File: src/rtl/control_layer_seq_if.sv
// Purpose: pixel-source / datapath strobe bundle for the per-layer control sequencer.
// Latency: none (wires only); timing is set by control_layer_seq.
// Backpressure: source must hold pixels while busy; downstream strobes never stall.
interface control_layer_seq_if #(
    parameter int CONV_LAT = 4,
    parameter int BIAS_LAT = 5
);
    logic                valid_in;
    logic                busy;
    logic                padding_valid;
    logic [15:0]         counter_col;
    logic [15:0]         counter_row;
    logic                valid_window;
    logic [CONV_LAT-1:0] valid_pipeline_conv;
    logic                valid_in_bias;
    logic [BIAS_LAT-1:0] valid_pipeline_bias;
    logic                valid_in_pool;
    logic                valid_pool_h;
    logic                valid_out;
    logic                frame_done;

    // Pixel source side: offers pixels, observes sequencer strobes.
    modport master (
        output valid_in,
        input  busy, padding_valid, counter_col, counter_row, valid_window,
               valid_pipeline_conv, valid_in_bias, valid_pipeline_bias,
               valid_in_pool, valid_pool_h, valid_out, frame_done
    );

    // Sequencer side.
    modport slave (
        input  valid_in,
        output busy, padding_valid, counter_col, counter_row, valid_window,
               valid_pipeline_conv, valid_in_bias, valid_pipeline_bias,
               valid_in_pool, valid_pool_h, valid_out, frame_done
    );
endinterface

File: src/rtl/control_layer_seq.sv
// Purpose: raster tracker, window strobes, end-of-frame padding flush, conv/bias valid pipes, 2x2 pool gating.
// Latency: pixel -> valid_window 1 cycle; valid_window -> valid_out CONV_LAT+BIAS_LAT+1 cycles.
// Backpressure: busy (during flush) tells the source to hold; the strobe pipelines never stall.
module control_layer_seq #(
    parameter int WIDTH    = 32,
    parameter int HEIGHT   = 32,
    parameter int KERNEL   = 3,
    parameter int PAD      = 1,
    parameter int CONV_LAT = 4,
    parameter int BIAS_LAT = 5,
    parameter int POOL_EN  = 1
) (
    input  logic               clk,
    input  logic               rst,
    control_layer_seq_if.slave cl
);
    localparam int P  = (KERNEL - 1) / 2;
    localparam int OW = (PAD == 1) ? WIDTH  : WIDTH  - KERNEL + 1;
    localparam int OH = (PAD == 1) ? HEIGHT : HEIGHT - KERNEL + 1;
    // A 1x1 kernel has nothing to flush even in same-padding mode.
    localparam bit USE_FLUSH = (PAD == 1) && (P > 0);

    localparam logic [15:0] W_LAST     = 16'(WIDTH - 1);
    localparam logic [15:0] H_LAST     = 16'(HEIGHT - 1);
    localparam logic [15:0] P16        = 16'(P);
    localparam logic [15:0] K_LAST     = 16'(KERNEL - 1);
    localparam logic [15:0] W_MINUS_P  = 16'(WIDTH - P);
    localparam logic [15:0] FLUSH_LAST = 16'(P * WIDTH + P - 1);
    localparam logic [15:0] OW_LAST    = 16'(OW - 1);
    localparam logic [15:0] OH_LAST    = 16'(OH - 1);

    typedef enum logic {RUN, FLUSH} state_t;

    state_t              state;
    logic [15:0]         ic, ir, fcnt;
    logic [15:0]         oc, orow;
    logic [15:0]         ccol, crow;
    logic                frame_done;
    logic                win_vld;
    logic                out_vld;
    logic [CONV_LAT-1:0] conv_pipe;
    logic [BIAS_LAT-1:0] bias_pipe;

    logic        accept, inject, pix_evt, win_hit, last_pix;
    logic [15:0] cen_col, cen_row;

    assign accept   = (state == RUN) && cl.valid_in;
    assign inject   = (state == FLUSH);
    assign pix_evt  = accept || inject;
    assign last_pix = accept && (ic == W_LAST) && (ir == H_LAST);

    // Window-complete test for the pixel at (ir, ic); flush pixels keep counting past the last row.
    always_comb begin
        win_hit = 1'b0;
        if (PAD == 1)
            win_hit = (ir > P16) || ((ir == P16) && (ic >= P16));
        else
            win_hit = (ir >= K_LAST) && (ic >= K_LAST);
    end

    // Centre lags the newest pixel by P rows and P columns, borrowing a row when ic < P.
    always_comb begin
        cen_col = ic - P16;
        cen_row = ir - P16;
        if (ic < P16) begin
            cen_col = ic + W_MINUS_P;
            cen_row = ir - P16 - 16'd1;
        end
    end

    // Frame FSM: input raster counters, flush length and end-of-frame pulse.
    always_ff @(posedge clk or negedge rst) begin
        if (!rst) begin
            state      <= RUN;
            ic         <= '0;
            ir         <= '0;
            fcnt       <= '0;
            frame_done <= 1'b0;
        end else begin
            frame_done <= 1'b0;
            case (state)
                RUN: begin
                    if (accept) begin
                        if (last_pix && USE_FLUSH) begin
                            state <= FLUSH;
                            fcnt  <= '0;
                            ic    <= '0;
                            ir    <= ir + 16'd1;
                        end else if (last_pix) begin
                            frame_done <= 1'b1;
                            ic         <= '0;
                            ir         <= '0;
                        end else if (ic == W_LAST) begin
                            ic <= '0;
                            ir <= ir + 16'd1;
                        end else begin
                            ic <= ic + 16'd1;
                        end
                    end
                end
                FLUSH: begin
                    if (fcnt == FLUSH_LAST) begin
                        state      <= RUN;
                        frame_done <= 1'b1;
                        fcnt       <= '0;
                        ic         <= '0;
                        ir         <= '0;
                    end else begin
                        fcnt <= fcnt + 16'd1;
                        if (ic == W_LAST) begin
                            ic <= '0;
                            ir <= ir + 16'd1;
                        end else begin
                            ic <= ic + 16'd1;
                        end
                    end
                end
                default: state <= RUN;
            endcase
        end
    end

    // Window strobe and centre coordinates; coordinates hold between windows.
    always_ff @(posedge clk or negedge rst) begin
        if (!rst) begin
            win_vld <= 1'b0;
            ccol    <= '0;
            crow    <= '0;
        end else begin
            win_vld <= pix_evt && win_hit;
            if (pix_evt && win_hit) begin
                ccol <= cen_col;
                crow <= cen_row;
            end
        end
    end

    // Conv and bias valid shift registers; they never stall so gaps are preserved.
    always_ff @(posedge clk or negedge rst) begin
        if (!rst) begin
            conv_pipe <= '0;
            bias_pipe <= '0;
        end else begin
            conv_pipe[0] <= win_vld;
            for (int k = 1; k < CONV_LAT; k++) conv_pipe[k] <= conv_pipe[k-1];
            bias_pipe[0] <= conv_pipe[CONV_LAT-1];
            for (int k = 1; k < BIAS_LAT; k++) bias_pipe[k] <= bias_pipe[k-1];
        end
    end

    // Output raster counters and pooled strobe; odd trailing column/row never pairs up.
    always_ff @(posedge clk or negedge rst) begin
        if (!rst) begin
            oc      <= '0;
            orow    <= '0;
            out_vld <= 1'b0;
        end else begin
            out_vld <= (POOL_EN != 0) ? (bias_pipe[BIAS_LAT-1] && oc[0] && orow[0])
                                      : bias_pipe[BIAS_LAT-1];
            if (bias_pipe[BIAS_LAT-1]) begin
                if (oc == OW_LAST) begin
                    oc   <= '0;
                    orow <= (orow == OH_LAST) ? 16'd0 : orow + 16'd1;
                end else begin
                    oc <= oc + 16'd1;
                end
            end
        end
    end

    assign cl.busy                = (state == FLUSH);
    assign cl.padding_valid       = (state == FLUSH);
    assign cl.counter_col         = ccol;
    assign cl.counter_row         = crow;
    assign cl.valid_window        = win_vld;
    assign cl.valid_pipeline_conv = conv_pipe;
    assign cl.valid_in_bias       = conv_pipe[CONV_LAT-1];
    assign cl.valid_pipeline_bias = bias_pipe;
    assign cl.valid_in_pool       = bias_pipe[BIAS_LAT-1];
    assign cl.valid_pool_h        = (POOL_EN != 0) && bias_pipe[BIAS_LAT-1] && oc[0];
    assign cl.valid_out           = out_vld;
    assign cl.frame_done          = frame_done;
endmodule
File: src/flat_wrapper.sv
// flat-port wrapper written by rule: the top's interface ports become plain ports
module control_layer_seq_flat 
#(
    parameter int WIDTH    = 32,
    parameter int HEIGHT   = 32,
    parameter int KERNEL   = 3,
    parameter int PAD      = 1,
    parameter int CONV_LAT = 4,
    parameter int BIAS_LAT = 5,
    parameter int POOL_EN  = 1
)
  (clk, rst, cl_valid_in, cl_busy, cl_padding_valid, cl_counter_col, cl_counter_row, cl_valid_window, cl_valid_pipeline_conv, cl_valid_in_bias, cl_valid_pipeline_bias, cl_valid_in_pool, cl_valid_pool_h, cl_valid_out, cl_frame_done);
  control_layer_seq_if #(.CONV_LAT(CONV_LAT), .BIAS_LAT(BIAS_LAT)) cl_i ();
  input  logic clk;
  input  logic rst;
  input wire logic [$bits(cl_i.valid_in)-1:0] cl_valid_in;
  output wire logic [$bits(cl_i.busy)-1:0] cl_busy;
  output wire logic [$bits(cl_i.padding_valid)-1:0] cl_padding_valid;
  output wire logic [$bits(cl_i.counter_col)-1:0] cl_counter_col;
  output wire logic [$bits(cl_i.counter_row)-1:0] cl_counter_row;
  output wire logic [$bits(cl_i.valid_window)-1:0] cl_valid_window;
  output wire logic [$bits(cl_i.valid_pipeline_conv)-1:0] cl_valid_pipeline_conv;
  output wire logic [$bits(cl_i.valid_in_bias)-1:0] cl_valid_in_bias;
  output wire logic [$bits(cl_i.valid_pipeline_bias)-1:0] cl_valid_pipeline_bias;
  output wire logic [$bits(cl_i.valid_in_pool)-1:0] cl_valid_in_pool;
  output wire logic [$bits(cl_i.valid_pool_h)-1:0] cl_valid_pool_h;
  output wire logic [$bits(cl_i.valid_out)-1:0] cl_valid_out;
  output wire logic [$bits(cl_i.frame_done)-1:0] cl_frame_done;
  assign cl_i.valid_in = cl_valid_in;
  assign cl_busy = cl_i.busy;
  assign cl_padding_valid = cl_i.padding_valid;
  assign cl_counter_col = cl_i.counter_col;
  assign cl_counter_row = cl_i.counter_row;
  assign cl_valid_window = cl_i.valid_window;
  assign cl_valid_pipeline_conv = cl_i.valid_pipeline_conv;
  assign cl_valid_in_bias = cl_i.valid_in_bias;
  assign cl_valid_pipeline_bias = cl_i.valid_pipeline_bias;
  assign cl_valid_in_pool = cl_i.valid_in_pool;
  assign cl_valid_pool_h = cl_i.valid_pool_h;
  assign cl_valid_out = cl_i.valid_out;
  assign cl_frame_done = cl_i.frame_done;
  control_layer_seq #(.WIDTH(WIDTH), .HEIGHT(HEIGHT), .KERNEL(KERNEL), .PAD(PAD), .CONV_LAT(CONV_LAT), .BIAS_LAT(BIAS_LAT), .POOL_EN(POOL_EN)) u_core (.clk(clk), .rst(rst), .cl(cl_i));
endmodule
File: config.mk
export PLATFORM = sky130hd
export DESIGN_NAME = control_layer_seq_flat
export DESIGN_NICKNAME = d
export VERILOG_FILES = /design/src/rtl/control_layer_seq_if.sv /design/src/rtl/control_layer_seq.sv /design/src/flat_wrapper.sv
export SDC_FILE = /design/constraint.sdc
export NUM_CORES = 1
export LEC_CHECK = 0
export ABC_AREA = 1
export CORE_MARGIN = 2
export CORE_UTILIZATION = 49
export DETAILED_ROUTE_END_ITERATION = 7
export HOLD_SLACK_MARGIN = 0.1
export PLACE_DENSITY = 0.68
export SYNTH_ARGS = -nofsm -noshare
export SYNTH_HDL_FRONTEND = slang
export SYNTH_SLANG_ARGS = --single-unit
File: constraint.sdc
create_clock -name clk -period 2.3 [get_ports clk]
set_clock_uncertainty 0.1 [all_clocks]
set_input_delay 0.575 -clock clk [delete_from_list [all_inputs] [get_ports clk]]
set_output_delay 0.575 -clock clk [all_outputs]
set_load 0.1 [all_outputs]
==> reports/qor.csv, run 1 <==
stage;metric;value;unit
outcome;status;complete, no violations;
drt;post-route ant nets;0;
timing;Worst slew margin;0.691;
synthesis;Yosys Warn Count;0;
global_routing;grt ovf;0;
worst_setup_path;Max FO, Critical Path;4;
pwr;VDD IR-drop max;585;uV
synthesis;Seq/Total Area, Yosys;0.432;
synthesis;EDFF count, synth;0;
hold_path;HP Class;reg -> reg;
worst_setup_path;Worst Path Arrival;2340;ps
clocking;Clock Path Buffers;2;
pwr;Flop pwr share;0.352;
timing;Setup violations, final;0;
pwr;P_sw;2.70;mW
synthesis;FFs w/ async S/R, synth;1.00;
drt;router iterations before antenna repair;4;
layout;share of layout cells above drive strength 1;0.177;
drt;Initial DRC Count;326;
drt;vias;6294;
worst_setup_path;Worst EP required;2510;ps
pwr;Static Leakage;4.09;nW
layout;commonest non-fill, non-tap cell in the layout;nand2_1;
synthesis;Primary FF master, synth;dfrtp_1;
layout;Antenna Cells;0;
synthesis;Avg Cell Area, Syn;7.86;sq um
worst_setup_path;critical path's top delay family;simple AND/OR/NAND/NOR gates;
pwr;Clk pwr share;0.379;
timing;max-slew violations;0;
pwr;switching share of total power;0.368;
worst_setup_path;Worst setup SP type;flop;
synthesis;Yosys reg bits;125;
worst_setup_path;CP Cell Sequence;inv_2, ha_4, inv_1, nand2_1, nand2_1, inv_1, nand3_1, nor2_4, nand2_2, nor2_4, inv_2, nor2_2, nand3_1, nand3_1, nand2_1;
global_routing;largest net degree at the start of global routing;44;
clocking;clock transition at the registers of the reported paths;60;ps
global_routing;vias in the first global route;5980;
global_routing;first-pass GRT wire length;28.7;mm
synthesis;gate count of the mapped netlist;920;
timing;Final Cycle Share;0.928;
pwr;PnR Total Power;7.32;mW
layout;nets;1021;
timing;Max Clock Freq;0.469;GHz
layout;most frequent cells in the layout;nand2_1, dfrtp_1, inv_1, nor2_1, buf_4;
layout;design area;8740;sq um
die;# IOs;52;
die;Core Box Area;14500;sq um
clocking;number of buffers created by CTS;17;
drt;DR WL/cell;14.0;um
timing;post-route minimum period;2130;ps
worst_setup_path;CP bufs+invs;4;
die;Die Ht;125;um
die;DIE AREA;15700;sq um
placement;Port Buffer Count;51;
worst_setup_path;crit end category;flop;
placement;post-detail-place hpwl;12.3;mm
clocking;clock net sink count;125;
drt;final WL;16.8;mm
worst_setup_path;CP max-delay cell;dfrtp_1;
clocking;H-Tree Level Count;4;
worst_setup_path;crit path kind;reg -> reg;
clocking;root buf cell;clkbuf_16;
worst_setup_path;crit-path max cell delay;440;ps
drt;DRC viols;0;
global_routing;initial antenna violation count;0;
placement;GPL Wtd Cong;0.895;
clocking;Clock Latency Late Sink;420;ps
clocking;Setup Fix Bufs, Post-CTS;0;
die;Starting Density;0.500;
placement;DP Area;8090;sq um
die;die width;125;um
layout;area grow syn2layout;20.9;%
synthesis;Synth Net Count;934;
timing;Slew @ Worst Pin;459;ps
pwr;Internal Dissipation;4.63;mW
synthesis;Synth area leaders;dfrtp_1, nand2_1, xor2_1;
drt;via-per-instance ratio;5.23;
global_routing;GRT Resource Usage Total;0.222;
flow_run;max-cap violations;0;
synthesis;post-synth top area cell;dfrtp_1;
clocking;CTS tree;done;
synthesis;Yosys top cell area share;0.432;
synthesis;Mapped Area;7230;sq um
die;FP Rows;44;
pwr;Gate power share;0.270;
synthesis;Synth cell types;46;
pwr;Cell Pwr Density;838;nW/um^2
timing;final hold vios;0;
## Yosys cell counts, types with 14 or more instances
library cell	number
nor2_1	86
nor4_1	14
a21oi_1	26
xor2_1	47
nand2_1	188
o21ai_0	60
nand3_1	68
inv_1	109
buf_2	14
nand4_1	29
dfrtp_1	125
nor3_1	28
## routing by layer
metal / GRT usage / routed length [um] / vias to the layer above
met2: 0.364 / 8030 / 129
met1: 0.296 / 7880 / 2930
li1: - / - / 3212
met5: 0 / 0 / -
met4: 0.0673 / 256 / 0
met3: 0.0492 / 676 / 23
## what timing repair did
item / 4_1_cts / 5_1_grt
resized for setup: 0 / 6
hold buffers: 1 / 0
hold endpoints to repair: 24 / 0
setup endpoints to repair: 0 / 9
## area by class of cell
cell class	instances	area, sq um
fill	1350	5740
multi-input combinational	649	3510
sequential	125	3130
timing repair buffer	93	791
clock buffer	20	457
inverter	121	457
tap	184	230
clock inverter	12	163
## logic make-up (layout without fill, tap and decap cells)
kind of cell | Yosys count | count (layout) | share of synthesized area
DFF | 125 | 125 | 0.432
xor gates and xnor gates | 52 | 52 | 0.0640
AOI/OAI and AO/OA | 128 | 128 | 0.0996
and+or+nand+nor | 458 | 458 | 0.300
buffers and inverters | 146 | 246 | 0.0853
adders and majority gates | 11 | 11 | 0.0190
## worst paths after layout
check	from	endpoint	slack, ps	cells after the start
worst max-delay path	u_core.ir[1]	u_core.cl.counter_row[13]	170	15
worst max register to register	u_core.ir[1]	u_core.cl.counter_row[13]	170	15
worst min-delay path	u_core.cl.valid_pipeline_conv[1]	u_core.cl.valid_pipeline_conv[2]	270	0
min in group asynchronous	rst	u_core.cl.counter_col[10]	510	2
max in group asynchronous	rst	u_core.fcnt[12]	950	3
worst min register to register	u_core.cl.valid_pipeline_conv[1]	u_core.cl.valid_pipeline_conv[2]	270	0
## state kept, by name, indices dropped and copies added, names as in the netlist
| signal | count |
|---|---|
| u_core.cl.busy | 1 |
| u_core.cl.frame_done | 1 |
| u_core.ic | 16 |
| u_core.fcnt | 16 |
| u_core.cl.valid_out | 1 |
| u_core.cl.valid_pipeline_conv | 4 |
| u_core.cl.counter_row | 16 |
| u_core.ir | 16 |
| u_core.cl.valid_window | 1 |
| u_core.orow | 16 |
| u_core.cl.valid_pipeline_bias | 5 |
| u_core.cl.counter_col | 16 |
| u_core.oc | 16 |
## power groups by stage
stage | Combinational [mW] | Sequential (mW) | Clock (mW)
6_report | 1.97 | 2.58 | 2.78
5_1_grt | 2.11 | 2.60 | 2.96
4_1_cts | 1.97 | 2.57 | 2.85
3_5_place_dp | 1.96 | 2.61 | 0
3_3_place_gp | 1.95 | 2.61 | 0
2_1_floorplan | 0.679 | 3.41 | 0
## metrics by stage
stage	util	hold WS (ps)	setup WS (ps)	std cells	TNS, ps
2_1_floorplan	-	179	168	920	0
3_3_place_gp	0.559	258	-24.2	1171	-24.2
3_5_place_dp	0.559	262	-111	1171	-111
4_1_cts	0.602	275	53.0	1204	0
5_1_grt	0.604	285	-10.1	1204	-10.1
6_report	0.604	274	166	1204	0
Power figures use the tool's default switching activity.
==> run 2, diff against run 1 <==
clock period = 2.4 ns   (was 2.3 ns; I/O delays follow)
==> run 2 against run 1 <==
  * First-iteration DRC count grew 8.3%
  * Clock power rose by 7.6%
  * Hold slack worse by 6.5 ps
  * Flip-flop and latch count unchanged
  * Register-to-register slack better by 50 ps
  * Fmax shrank 2.2%
  * Cell count shrank 1.3%
  * Clock-buffer cell count is 1 lower
  * Critical path depth unchanged
  * Die area unchanged
  * Largest power group unchanged
  * Highest routed layer unchanged
  * Sequential share of layout area grew 0.36 points
  * Critical path type unchanged
==> reports/qor.csv, run 2 (synthesized netlist as in run 1, its figures left out) <==
stage;metric;value;unit
clocking;Setup Fix Bufs, Post-CTS;0;
pwr;Internal Dissipation;4.72;mW
clocking;Clock Latency Late Sink;420;ps
global_routing;initial antenna violation count;0;
layout;commonest non-fill, non-tap cell in the layout;nand2_1;
placement;Port Buffer Count;51;
worst_setup_path;worst reg2reg startpoint;u_core.ir[0];
drt;DR WL/cell;14.0;um
worst_setup_path;crit-path max cell delay;440;ps
die;die width;125;um
global_routing;first-pass GRT wire length;28.5;mm
pwr;VDD IR-drop max;544;uV
die;Starting Density;0.500;
worst_setup_path;Critical Path Start;u_core.ir[0];
clocking;H-Tree Level Count;4;
worst_setup_path;Max FO, Critical Path;6;
hold_path;hold wc startpoint;u_core.cl.valid_pipeline_conv[0];
placement;post-detail-place hpwl;12.2;mm
layout;most frequent cells in the layout;nand2_1, dfrtp_1, inv_1, nor2_1, buf_4;
drt;post-route ant nets;0;
outcome;status;complete, no violations;
hold_path;HP Class;reg -> reg;
timing;max-slew violations;0;
drt;met3 WL;701;um
worst_setup_path;critical path's top delay family;simple AND/OR/NAND/NOR gates;
layout;Filler cells;1337;
timing;Final Cycle Share;0.910;
pwr;Static Leakage;4.03;nW
clocking;Clock Path Buffers;2;
pwr;switching share of total power;0.355;
die;Core Box Area;14500;sq um
worst_setup_path;Worst EP required;2610;ps
global_routing;grt ovf;0;
drt;DRC viols;0;
pwr;P_sw;2.59;mW
drt;router iterations before antenna repair;8;
global_routing;vias in the first global route;5966;
worst_setup_path;CP Cell Sequence;inv_1, ha_2, inv_1, nand2_1, nand2_1, inv_1, nand3_1, nor2_4, nand2_2, nor2_4, inv_2, nor2_2, nand3_1, nand3_1, nand2_1;
drt;vias;6272;
clocking;clock net sink count;125;
clocking;CTS tree;done;
layout;Antenna Cells;0;
drt;Met1 Wirelength;7.78;mm
worst_setup_path;crit path kind;reg -> reg;
worst_setup_path;CP bufs+invs;4;
pwr;Clk pwr share;0.410;
placement;DP Area;7940;sq um
pwr;Gate power share;0.250;
placement;GPL Wtd Cong;0.888;
pwr;Cell Pwr Density;844;nW/um^2
drt;Top Metal Used;met4;
drt;metal2 WL;8.00;mm
clocking;clock transition at the registers of the reported paths;60;ps
pwr;Flop pwr share;0.341;
placement;dpl ws;-23.3;ps
clocking;root buf cell;clkbuf_16;
global_routing;GRT Resource Usage Total;0.220;
timing;Worst slew margin;0.519;
global_routing;largest net degree at the start of global routing;40;
worst_setup_path;CP max-delay cell;dfrtp_2;
drt;via-per-instance ratio;5.28;
die;# IOs;52;
layout;share of layout cells above drive strength 1;0.163;
clocking;number of buffers created by CTS;17;
die;FP Rows;44;
timing;post-route minimum period;2180;ps
die;Die Ht;125;um
worst_setup_path;crit end category;flop;
timing;Setup violations, final;0;
worst_setup_path;Worst setup SP type;flop;
timing;slack of the critical path;217;ps
timing;Slew @ Worst Pin;716;ps
flow_run;max-cap violations;0;
worst_setup_path;Worst Path Arrival;2400;ps
die;DIE AREA;15700;sq um
timing;final hold vios;0;
timing;Max Clock Freq;0.458;GHz
layout;nets;1005;
layout;design area;8660;sq um
drt;Initial DRC Count;353;
layout;area grow syn2layout;19.7;%
drt;final WL;16.7;mm
run 2: routing by layer:
layer | GRT usage | vias to the layer above
met5 | 0 | -
met1 | 0.294 | 2936
met2 | 0.363 | 136
met3 | 0.0505 | 13
met4 | 0.0582 | 0
li1 | - | 3187
run 2: worst paths after layout:
path	slack, ps	cells past startpoint	endpoint
max in group asynchronous	1070	3	u_core.fcnt[13]
max reg2reg	220	15	u_core.cl.counter_row[13]
max	220	15	u_core.cl.counter_row[13]
min	270	0	u_core.cl.valid_pipeline_conv[1]
min reg2reg	270	0	u_core.cl.valid_pipeline_conv[1]
min in group asynchronous	540	2	u_core.oc[10]
run 2: layout make-up:
type | instances | area (sq um) | share of cell area
Timing Repair Buffer | 77 | 649 | 0.0750
Sequential cell | 125 | 3130 | 0.362
Clock inverter | 13 | 238 | 0.0275
Multi-Input combinational cell | 649 | 3500 | 0.404
Tap cell | 184 | 230 | 0.0266
Inverter | 121 | 457 | 0.0528
Clock buffer | 19 | 453 | 0.0523
run 2: power by group through the flow:
| stage | clock network, mW | registers, mW | logic, mW |
|---|---|---|---|
| CTS | 3.04 | 2.49 | 1.83 |
| finish | 2.99 | 2.49 | 1.82 |
| global route | 3.14 | 2.52 | 1.96 |
| floorplan | 0 | 3.27 | 0.650 |
| detailed placement | 0 | 2.52 | 1.83 |
| global placement | 0 | 2.52 | 1.81 |
run 2: timing repair:
| action | 4_1_cts | 5_1_grt |
|---|---|---|
| endpoints found under the setup margin | 0 | 7 |
| hold endpoints to repair | 33 | 0 |
| hold buffers | 1 | 0 |
| gates resized for setup | 0 | 4 |
run 2: metrics by stage:
stage / std cells / power, mW / utilization / TNS, ps / hold slack [ps]
CTS: 1188 / 7.36 / 0.597 / 0 / 268
global placement: 1155 / 4.33 / 0.549 / -4.87 / 257
global route: 1188 / 7.62 / 0.598 / -2.17 / 289
detailed placement: 1155 / 4.34 / 0.549 / -23.3 / 259
floorplan: 920 / 3.92 / - / 0 / 204
finish: 1188 / 7.31 / 0.598 / 0 / 267
==> run 3, diff against run 2 <==
CORE_ASPECT_RATIO = 2   (was unset)
==> run 3 against run 2 <==
  * Sequential power about the same
  * Clock power fell by 14%
  * Total power down 5.4%
  * Fmax is 1.8% lower
  * Worst setup slack got worse by 40 ps
  * Core utilization fell by 0.061 points
  * Via count rose by 3.3%
  * Die area is 0.37% higher
  * Combinational power about the same
  * Cell count increased by 1.1%
==> reports/qor.csv, run 3 (synthesized netlist as in run 1, its figures left out) <==
stage;metric;value;unit
worst_setup_path;crit end category;flop;
clocking;CTS tree;done;
clocking;clock net sink count;125;
worst_setup_path;Critical Path Most Common Cell;nand2_1;
worst_setup_path;flop2flop setup slack;180;ps
layout;Filler cells;1352;
die;# IOs;52;
layout;area occupied by multi-input gates;3500;sq um
global_routing;vias in the first global route;6779;
outcome;status;complete, no violations;
pwr;PnR Total Power;6.91;mW
global_routing;grt ovf;0;
layout;Reg area;3130;sq um
die;Die Ht;176;um
timing;Final Cycle Share;0.926;
placement;GPL Wtd Cong;0.969;
worst_setup_path;Worst Path Arrival;2430;ps
drt;DRC viols;0;
pwr;Cell Pwr Density;802;nW/um^2
die;Core Box Area;14400;sq um
worst_setup_path;Max FO, Critical Path;6;
drt;via-per-instance ratio;5.39;
layout;area grow syn2layout;19.1;%
placement;Port Buffer Count;51;
drt;vias;6479;
layout;share of layout cells above drive strength 1;0.168;
hold_path;HP Class;reg -> reg;
die;DIE AREA;15800;sq um
pwr;Static Leakage;4.01;nW
layout;final core occ;0.597;
worst_setup_path;crit-path max cell delay;460;ps
drt;Initial DRC Count;387;
global_routing;initial antenna violation count;0;
drt;final WL;18.7;mm
timing;post-route minimum period;2220;ps
global_routing;met2 GRT Util;0.480;
timing;Slew @ Worst Pin;674;ps
clocking;Clock Latency Late Sink;430;ps
timing;Setup violations, final;0;
clocking;H-Tree Level Count;4;
drt;DR WL/cell;15.6;um
worst_setup_path;FF-to-FF path depth;15;
clocking;number of buffers created by CTS;17;
placement;DP Area;8000;sq um
worst_setup_path;CP Cell Sequence;inv_1, ha_2, inv_1, nand2_1, nand2_1, inv_1, nand3_1, nor2_4, nand2_2, nor2_4, nand3_1, nor2_1, nand2_1, nand3_1, nand2_1;
timing;final hold vios;0;
layout;most frequent cells in the layout;nand2_1, dfrtp_1, inv_1, nor2_1, buf_4;
placement;post-detail-place hpwl;14.4;mm
global_routing;GRT Resource Usage Total;0.248;
timing;max-slew violations;0;
worst_setup_path;critical path's top delay family;simple AND/OR/NAND/NOR gates;
timing;RSZ-0062 raised after global routing;false;
clocking;clock transition at the registers of the reported paths;60;ps
layout;design area;8620;sq um
hold_path;Hold Path Depth;0;
timing;TNS Setup;0;ps
global_routing;busiest grt layer;met2;
layout;commonest non-fill, non-tap cell in the layout;nand2_1;
worst_setup_path;Worst EP required;2610;ps
global_routing;first-pass GRT wire length;31.2;mm
pwr;VDD IR-drop max;559;uV
global_routing;largest net degree at the start of global routing;49;
worst_setup_path;CP max-delay cell;dfrtp_2;
layout;nets;1010;
worst_setup_path;CP bufs+invs;3;
timing;Worst slew margin;0.547;
timing;Max Clock Freq;0.450;GHz
clocking;root buf cell;clkbuf_16;
drt;post-route ant nets;0;
die;die width;89.9;um
clocking;Clock Path Buffers;2;
drt;router iterations before antenna repair;5;
worst_setup_path;crit path kind;reg -> reg;
flow_run;max-cap violations;0;
die;FP Rows;62;
die;Starting Density;0.501;
layout;Antenna Cells;0;
worst_setup_path;CP Depth;15;
global_routing;global routing usage on met1;0.236;
worst_setup_path;Worst setup SP type;flop;
global_routing;grt met3 use;0.0420;
## run 3: cell count changes in the layout (fill, tap and decap cells not counted), sizes merged
cell	change
inv	+4
clkinv	-1
bufinv	-4
clkbuf	-2
clkinvlp	+3
buf	+5
## run 3: worst register-to-register path: cells and delay by family (launching register included)
family                     cells  cell delay (ps)
buffers and inverters          3              250
DFF                            1              460
adders and majority gates      1              240
and+or+nand+nor               11             1040
## run 3: through the flow
| step | cells | setup WS (ps) | hold slack (ps) |
|---|---|---|---|
| after global placement | 1168 | 0.980 | 258 |
| after detailed placement | 1168 | -15.5 | 263 |
| after CTS | 1201 | 115 | 277 |
| after global routing | 1201 | 17.1 | 288 |
| final | 1201 | 177 | 276 |
| after floorplan | 920 | 1.74 | 204 |
## run 3: layer usage
metal / share of wire / routed length (um) / up-vias
met3: 0.031 / 578 / 74
met4: 0.056 / 1060 / 0
met1: 0.36 / 6760 / 3051
met2: 0.55 / 10300 / 175
met5: 0 / 0 / -
li1: - / - / 3179
## run 3: area by class of cell
class | count | share of cell area
Inverter | 121 | 0.0530
Multi-Input combinational cell | 649 | 0.406
Tap cell | 192 | 0.0279
Sequential cell | 125 | 0.363
Timing Repair Buffer | 82 | 0.0816
Clock inverter | 15 | 0.0189
Clock buffer | 17 | 0.0494
## run 3: worst paths after layout
kind | to | startpoint
max in group asynchronous | u_core.ir[7] | rst
hold reg to reg | u_core.cl.valid_pipeline_conv[1] | u_core.cl.valid_pipeline_conv[0]
hold / removal | u_core.cl.valid_pipeline_conv[1] | u_core.cl.valid_pipeline_conv[0]
setup reg to reg | u_core.cl.counter_row[15] | u_core.ir[0]
min in group asynchronous | u_core.oc[7] | rst
setup / recovery | u_core.cl.counter_row[15] | u_core.ir[0]
## run 3: repair_timing
item | 4_1_cts | 5_1_grt
resized for setup | 0 | 6
hold endpoints to repair | 44 | 0
hold buffers | 1 | 0
endpoints found under the setup margin | 0 | 8
setup buffers | 0 | 0
## run 3: power breakdown
group / switching, mW / internal (mW) / total (mW)
Combinational: 1.43 / 0.421 / 1.85
Sequential: 0.209 / 2.29 / 2.49
Clock: 1.03 / 1.54 / 2.57
Total: 2.67 / 4.25 / 6.91
